===== src/rtl/arbiter_rr_burst.sv =====
`default_nettype none
// ============================================================================
//  Module      : arbiter_rr_burst
//  Description : Round-robin SDRAM request arbiter. Grants one client at a
//                time, locks the grant for a whole write burst, and routes
//                returned read data to the client whose ID matches.
//  Revision    : 1.0 - initial release
// ============================================================================
module arbiter_rr_burst #(
  parameter int AN    = 24,
  parameter int DN    = 16,
  parameter int IDN   = 2,
  parameter int N     = 4,
  parameter int BURST = 8
) (
  input  logic            clkSYS,
  input  logic            n_reset,
  input  logic [N-1:0]    req,
  input  logic [N-1:0]    wr,
  input  logic [N*AN-1:0] addr,
  input  logic [N*DN-1:0] data,
  output logic [N-1:0]    ack,
  output logic [N-1:0]    valid,
  output logic [DN-1:0]   rdata,
  output logic            mem_req,
  output logic            mem_wr,
  output logic [AN-1:0]   mem_addr,
  output logic [DN-1:0]   mem_data,
  output logic [IDN-1:0]  mem_id,
  input  logic            mem_ack,
  input  logic [DN-1:0]   mem_rdata,
  input  logic            mem_valid,
  input  logic [IDN-1:0]  mem_rid
);

  // Burst word counter must be able to hold BURST itself.
  localparam int               c_cnt_w     = $clog2(BURST) + 1;
  localparam logic [c_cnt_w-1:0] c_last_word = c_cnt_w'(BURST - 1);
  localparam logic [IDN-1:0]   c_last_id   = IDN'(N - 1);
  localparam logic [IDN:0]     c_n_ext     = (IDN + 1)'(N);

  typedef enum logic [1:0] {
    S_IDLE   = 2'd0,
    S_READ   = 2'd1,
    S_WBURST = 2'd2
  } state_t;

  state_t               r_state;
  state_t               w_state_nxt;
  logic [IDN-1:0]       r_gnt;
  logic [IDN-1:0]       w_gnt_nxt;
  logic [IDN-1:0]       r_ptr;
  logic [IDN-1:0]       w_ptr_nxt;
  logic [c_cnt_w-1:0]   r_cnt;
  logic [c_cnt_w-1:0]   w_cnt_nxt;

  logic [IDN-1:0]       w_pick;
  logic                 w_found;
  logic [IDN:0]         w_idx;
  logic [IDN-1:0]       w_gnt_inc;
  logic                 w_req_gnt;
  logic                 w_busy;
  logic                 w_ack_fire;

  logic [AN-1:0]        w_addr_arr [N];
  logic [DN-1:0]        w_data_arr [N];

  // Unpack the per-client buses and build the per-client ack/valid strobes.
  for (genvar i = 0; i < N; i++) begin : g_client
    assign w_addr_arr[i] = addr[i*AN +: AN];
    assign w_data_arr[i] = data[i*DN +: DN];
    assign ack[i]        = w_ack_fire & (r_gnt == IDN'(i));
    assign valid[i]      = mem_valid & (mem_rid == IDN'(i));
  end

  // Round-robin search: first requester at or after ptr, wrapping modulo N.
  always_comb begin
    w_found = 1'b0;
    w_pick  = '0;
    w_idx   = '0;
    for (int k = 0; k < N; k++) begin
      w_idx = {1'b0, r_ptr} + (IDN + 1)'(k);
      if (w_idx >= c_n_ext) begin
        w_idx = w_idx - c_n_ext;
      end
      if (!w_found && req[w_idx[IDN-1:0]]) begin
        w_found = 1'b1;
        w_pick  = w_idx[IDN-1:0];
      end
    end
  end

  // Pointer value after the current grant finishes: one past the winner.
  always_comb begin
    w_gnt_inc = (r_gnt == c_last_id) ? '0 : r_gnt + IDN'(1);
  end

  // Next-state logic: grant selection, read/burst completion and abort.
  always_comb begin
    w_state_nxt = r_state;
    w_gnt_nxt   = r_gnt;
    w_ptr_nxt   = r_ptr;
    w_cnt_nxt   = r_cnt;
    case (r_state)
      S_IDLE: begin
        if (w_found) begin
          w_gnt_nxt = w_pick;
          // wr is only looked at here; later changes do not alter the grant type
          if (wr[w_pick]) begin
            w_state_nxt = S_WBURST;
            w_cnt_nxt   = '0;
          end else begin
            w_state_nxt = S_READ;
          end
        end
      end
      S_READ: begin
        if (!w_req_gnt) begin
          w_state_nxt = S_IDLE;
          w_ptr_nxt   = w_gnt_inc;
          w_cnt_nxt   = '0;
        end else if (mem_ack) begin
          w_state_nxt = S_IDLE;
          w_ptr_nxt   = w_gnt_inc;
        end
      end
      S_WBURST: begin
        if (!w_req_gnt) begin
          w_state_nxt = S_IDLE;
          w_ptr_nxt   = w_gnt_inc;
          w_cnt_nxt   = '0;
        end else if (mem_ack) begin
          w_cnt_nxt = r_cnt + c_cnt_w'(1);
          if (r_cnt == c_last_word) begin
            w_state_nxt = S_IDLE;
            w_ptr_nxt   = w_gnt_inc;
          end
        end
      end
      default: begin
        w_state_nxt = S_IDLE;
        w_cnt_nxt   = '0;
      end
    endcase
  end

  // State register with synchronous active-low reset.
  always_ff @(posedge clkSYS) begin
    if (!n_reset) begin
      r_state <= S_IDLE;
      r_gnt   <= '0;
      r_ptr   <= '0;
      r_cnt   <= '0;
    end else begin
      r_state <= w_state_nxt;
      r_gnt   <= w_gnt_nxt;
      r_ptr   <= w_ptr_nxt;
      r_cnt   <= w_cnt_nxt;
    end
  end

  // Memory-side outputs follow the granted client; gated off in IDLE.
  always_comb begin
    w_req_gnt  = req[r_gnt];
    w_busy     = (r_state != S_IDLE);
    mem_req    = w_busy & w_req_gnt;
    mem_wr     = (r_state == S_WBURST);
    mem_addr   = w_addr_arr[r_gnt];
    mem_data   = w_data_arr[r_gnt];
    mem_id     = r_gnt;
    w_ack_fire = mem_ack & mem_req & w_busy;
    rdata      = mem_rdata;
  end

endmodule
`default_nettype wire


===== config.mk =====
export PLATFORM = sky130hd
export DESIGN_NAME = arbiter_rr_burst
export DESIGN_NICKNAME = d
export VERILOG_FILES = /design/src/rtl/arbiter_rr_burst.sv
export SDC_FILE = /design/constraint.sdc
export NUM_CORES = 1
export LEC_CHECK = 0
export ABC_AREA = 1
export BUFFER_PORTS_ARGS = -buffer_cell sky130_fd_sc_hd__buf_2
export CORE_AREA = 5 5 97 99
export DETAILED_ROUTE_END_ITERATION = 10
export DIE_AREA = 0 0 102 104
export PLACE_DENSITY = 0.67
export SLEW_MARGIN = 20
export SYNTH_ARGS = -nofsm -noshare
export SYNTH_HDL_FRONTEND = slang
export SYNTH_SLANG_ARGS = --single-unit

===== constraint.sdc =====
create_clock -name clkSYS -period 4.2 [get_ports clkSYS]
set_input_delay 0.42 -clock clkSYS [delete_from_list [all_inputs] [get_ports clkSYS]]
set_output_delay 0.42 -clock clkSYS [all_outputs]
set_load 0.05 [all_outputs]

==> impl_metrics.yaml, run 1 <==
grt:
  track_usage: 0.1728
  grt_max_degree: 84
  antenna_found_initial: 1
  grt_pass1_wl_um: 15490
  grt_pass1_vias: 3225
  overflow: 0
floorplanning:
  core-area_mm2: 0.008466
  dieWidth_um: 102
  die_h_um: 104
  dieArea_mm2: 0.01061
  num_rows: 34
  initial_utilization: 0.2647
  ios: 258
cts:
  postCtsSetupRepairBufs: 0
  cts_tree: "done"
  clkLatencyLatePin_ns: 0.24
  h-tree-depth: 1
  clk_pin_slew_ns: 0.05
  cts_root_buf: "clkbuf_8"
  clkSinkCount: 10
  ctsHoldBuffers: 0
  numCtsBuffers: 3
  cts_buffer_depth: 2
  cts-resized-gates: 0
sta:
  setup_violations: 0
  fin_crit_ns: 3.343
  fin_worst_skew_ns: 0.002029
  worstMarginPinSlew_ns: 0.9431
  rsz0062_at_grt: "no"
  fmax_mhz: 299.1
  hold_slack_ns: 0.4787
  relSlewSlack: 0.3713
  hold_viol: 0
  setup_tns_ns: 0
  drv_slew: 0
  fin_crit_sh: 0.7960
cells_and_area:
  final_common_cell: "buf_2"
  multi_input_area_mm2: 0.001703
  regArea_um2: 201.4
  finalNetCount: 807
  syn_to_final_growth_pct: 49.47
  drive_above_1_share: 0.4321
  mostFrequentLayoutCells: "buf_2, nor2_1, o21ai_0"
  finalNonFillerCells: 719
  nFillCells: 953
  antenna_cells: 0
worst_setup_path:
  crit_required_ns: 3.78
  cp-end-kind: "output pin"
  cp-start-kind: "flip-flop"
  arrival_ns: 2.92
  rrSetupSlack_ns: 1.41
  crit_fanout: 83
  path_class: "flip-flop to output pin"
placement:
  place.gp.congestion: 0.8453
  dp_hpwl_um: 8095
  dp_cells: 715
  io_buffers: 225
routing:
  dr_total_vias: 3471
  finalWirelength_um: 9802
  drt_iter0_drc: 134
  drc: 0
  wl_per_cell_um: 13.63
  first_pass_iters: 4
  via_per_inst: 4.828
  drtAntennaViolNets: 0
synth:
  ys_warn_count: 0
  synthFlopType: "dfxtp_1"
  synth-seq-cells: 10
  syn_area_per_cell_um2: 5.310
  syn_area_mm2: 0.002241
  async_flop_share: 0
  netlist_instances: 422
  synth_fp_nets: 617
  synth-seq-area-share: 0.08934
  synth-edff-count: 0
  post_synth_num_cell_types: 28
run_status:
  status: "completed"
power:
  ir_drop_v: 0.0003006
  p_leak_nw: 1.823
  power_density_mw_per_mm2: 764.4
min_path:
  hp-class: "primary input to flip-flop"
job:
  cap_violations: 0
## Yosys cell counts (9+ instances only)
cell type / number / share of area
nand3_2: 9 / 0.040
clkbuf_1: 22 / 0.037
nand2_1: 45 / 0.075
nand2_2: 10 / 0.028
dfxtp_1: 10 / 0.089
a21oi_1: 9 / 0.020
o22ai_1: 40 / 0.11
nor2_1: 102 / 0.17
o21ai_0: 86 / 0.19
buf_4: 16 / 0.054
inv_1: 24 / 0.040
nand3_1: 14 / 0.031
## layer usage
metal / vias to the layer above / wire [um] / global-route usage
li1: 1792 / - / -
met1: 1509 / 4187 / 0.2389
met2: 160 / 4805 / 0.2823
met3: 8 / 715 / 0.03085
met4: 2 / 79 / 0.02812
met5: - / 13 / 0
## worst max-delay path: stages, from the launching register on
cell	delay [ns]
dfxtp_2	0.82
clkinv_2	0.95
o21ai_0	0.52
o22ai_1	0.11
buf_2	0.23
## cell type report
type | count | area share
inverters | 30 | 0.03399
multi-input cells | 340 | 0.5084
repair buffers | 227 | 0.3407
flip-flops and latches | 10 | 0.06014
clock buffers | 4 | 0.01644
well taps | 108 | 0.04034
## cell families after synthesis
kind of cell / Yosys count / synth area share
flops: 10 / 0.08933
xor+xnor: 1 / 0.003909
fa+ha+maj: 5 / 0.02792
simple gates: 194 / 0.3892
buf+inv: 72 / 0.1508
compound gates: 140 / 0.3389
## state kept, by name, summed over array words and instances, names as in the netlist
register,flops
mem_id,2
r_ptr,2
r_cnt,4
r_state,2
## final timing paths
path	startpoint	cells past startpoint	end
max	mem_id[0]	4	mem_addr[14]
min	n_reset	3	r_cnt[0]
min reg2reg	r_cnt[2]	2	r_cnt[2]
max reg2reg	mem_id[0]	4	r_ptr[1]
## metrics by stage
stage | util | total power, mW | instance area, um2 | worst slack [ns]
floorplan | - | 1.982 | 2241 | 1.118
global placement | 0.3890 | 2.422 | 3293 | 1.604
detailed placement | 0.3890 | 2.455 | 3293 | 1.520
CTS | 0.3955 | 2.581 | 3348 | 1.281
global route | 0.3957 | 2.774 | 3349 | 0.5774
finish | 0.3957 | 2.560 | 3349 | 0.8570
## report_power, final
part / total (mW) / switching, mW / leakage, nW / internal, mW
Clock: 0.121 / 0.0381 / 0.0288 / 0.0824
Combinational: 2.23 / 1.64 / 1.71 / 0.585
Sequential: 0.211 / 0.0799 / 0.0828 / 0.131
Power figures use the tool's default switching activity.
==> run 2, diff against run 1 <==
Settings changed: ABC_AREA 1 to 0, CORE_AREA 5 5 97 99 to 5 5 98 100, DIE_AREA 0 0 102 104 to 0 0 103 105, PLACE_DENSITY 0.67 to not set.
Clock period 4.2 ns to 2.9 ns, I/O delays scaled along.
==> run 2 against run 1 <==
Final area shrank 8.4%. Sequential cell count is the same. Largest power group unchanged. Global-route usage shrank 1.5 points. First-iteration DRC count shrank 10%. Total power shrank 24%. Highest routed layer unchanged. Utilization shrank 3.9 points.
==> impl_metrics.yaml, run 2 <==
synth:
  netlist.top_cell.by_area: "mux4_2"
  netlist_instances: 175
  yosysTopAreaCellShare: 0.4862
  ys_warn_count: 0
  synthFlopType: "dfxtp_1"
  syn_area_mm2: 0.001899
  synth-seq-cells: 10
  synth-edff-count: 0
  synth_fp_nets: 370
  syn_area_per_cell_um2: 10.85
  yosysMostFrequentCell: "mux4_2"
  async_flop_share: 0
  synthTopCellsByArea: "mux4_2, dfxtp_1, buf_4"
  synth_common_cells: "mux4_2, buf_4, nor2_1, nand2_1"
  post_synth_num_cell_types: 40
  synth-seq-area-share: 0.1054
sta:
  setup_tns_ns: 0
  rsz0062_at_grt: "no"
  fin_crit_ns: 2.098
  hold_viol: 0
  setup_violations: 0
  relSlewSlack: 0.6025
  fin_crit_sh: 0.7236
  fin_worst_skew_ns: 0.003765
  drv_slew: 0
  fmax_mhz: 476.6
  worstMarginPinSlew_ns: 0.5908
grt:
  antenna_found_initial: 2
  overflow: 0
  grt_max_degree: 47
  track_usage: 0.1576
  grt_pass1_wl_um: 13440
  grt_pass1_vias: 2577
cts:
  h-tree-depth: 1
  clkLatencyLatePin_ns: 0.24
  cts_root_buf: "clkbuf_8"
  numCtsBuffers: 3
  ctsHoldBuffers: 0
  cts_buffer_depth: 2
  cts_tree: "done"
  postCtsSetupRepairBufs: 0
  clk_pin_slew_ns: 0.05
  cts-resized-gates: 0
  clkSinkCount: 10
floorplanning:
  num_rows: 34
  dieWidth_um: 103
  ios: 258
  initial_utilization: 0.2210
  dieArea_mm2: 0.01082
  die_h_um: 105
  core-area_mm2: 0.008593
cells_and_area:
  final_core_util: 0.3570
  top_register: "r_cnt"
  drive_above_1_share: 0.7314
  mostFrequentLayoutCells: "buf_2, mux4_2, nor2_1"
  finalNetCount: 572
  largest_register_ffs: 4
  final_common_cell: "buf_2"
  nFillCells: 913
  multi_input_area_mm2: 0.001500
  finalNonFillerCells: 485
  postLayoutCellArea_mm2: 0.003068
  regArea_um2: 202.7
  syn_to_final_growth_pct: 61.53
worst_setup_path:
  arrival_ns: 2.23
  cp-start-kind: "flip-flop"
  crit_required_ns: 3.03
  crit_fanout: 4
  path_class: "flip-flop to flip-flop"
  cp-end-kind: "flip-flop"
power:
  p_leak_nw: 1.501
  power_density_mw_per_mm2: 631.7
  intPower_uw: 821.3
  p_clk_frac: 0.092
  switching_share: 0.5762
  ir_drop_v: 0.0002393
  power_switching_mw: 1.117
  pwr-share-seq: 0.098
  finalPower_mw: 1.938
  pwr-share-comb: 0.810
routing:
  via_per_inst: 4.936
  wl_met2_um: 4479
  met1_length_um: 3449
  drtAntennaViolNets: 0
  first_pass_iters: 4
  dr_total_vias: 2394
  finalWirelength_um: 9258
  drc: 0
  drt_iter0_drc: 120
  topRoutingLayerUsed: "met5"
  wl_met3_um: 1174
  wl_per_cell_um: 19.09
job:
  cap_violations: 0
placement:
  dp_cells: 480
  dp_hpwl_um: 8107
  postPlaceCellArea_mm2: 0.003010
  io_buffers: 225
  place.gp.congestion: 0.8704
run_status:
  status: "completed"
min_path:
  hp-class: "primary input to flip-flop"
==> run 2: cell count changes after synthesis, moves of 10 or more <==
cell | before | now
nor2_1 | 102 | 13
clkbuf_1 | 22 | 10
o22ai_1 | 40 | 0
nand2_2 | 10 | 0
nand2_1 | 45 | 12
o21ai_0 | 86 | 2
mux4_2 | 0 | 41
inv_1 | 24 | 5
==> run 2: final cells by class <==
| class | count | share of cell area |
|---|---|---|
| well taps | 108 | 0.04405 |
| flip-flops and latches | 10 | 0.06607 |
| clock buffers | 4 | 0.01794 |
| repair buffers | 227 | 0.3760 |
| inverters | 5 | 0.006117 |
| diodes | 1 | 0.0008157 |
| multi-input cells | 130 | 0.4890 |
==> run 2: worst max-delay path, stage by stage (launching register included) <==
cell	delay, ns
dfxtp_1	0.38
nor2b_1	0.10
or4b_1	0.58
a21bo_1	0.21
a32oi_2	0.28
nand2_1	0.14
a32oi_1	0.21
a21boi_1	0.08
==> run 2: power groups by stage <==
stage	Clock (mW)	Sequential [mW]	Combinational (mW)
final	0.178	0.190	1.57
after global routing	0.191	0.195	1.65
after CTS	0.182	0.190	1.58
after detailed placement	0	0.193	1.58
after global placement	0	0.193	1.56
after floorplan	0	0.204	1.23
==> run 2: logic make-up (layout without fill, tap and decap cells) <==
kind of cell	count (synthesis)	after routing	share of synthesized area
compound gates	22	22	0.08894
simple gates	58	58	0.1607
mux	45	45	0.5072
buf+inv	35	236	0.1047
other cells	0	1	0
flops	10	10	0.1054
fa+ha+maj	5	5	0.03294
==> run 2: path summary, 6_finish.rpt <==
kind | cells after the start | endpoint | startpoint | slack (ns)
setup / recovery | 7 | r_cnt[3] | r_ptr[0] | 0.80
hold / removal | 2 | r_state[0] | n_reset | 0.38
setup reg to reg | 7 | r_cnt[3] | r_ptr[0] | 0.80
hold reg to reg | 1 | r_cnt[2] | r_cnt[2] | 0.50
==> run 2: per-stage QoR <==
stage | setup slack [ns] | hold slack, ns
after floorplan | 0.02531 | 0.4249
after global placement | 0.7390 | 0.4783
after detailed placement | 0.7073 | 0.4927
after CTS | 0.7725 | 0.3761
after global routing | 0.6365 | 0.3972
final | 0.8016 | 0.3803
==> run 2: layer usage <==
| metal | vias to the layer above | GRT usage |
|---|---|---|
| li1 | 1093 | - |
| met1 | 1141 | 0.1866 |
| met2 | 140 | 0.2750 |
| met3 | 18 | 0.04997 |
| met4 | 2 | 0.03423 |
| met5 | - | 0 |
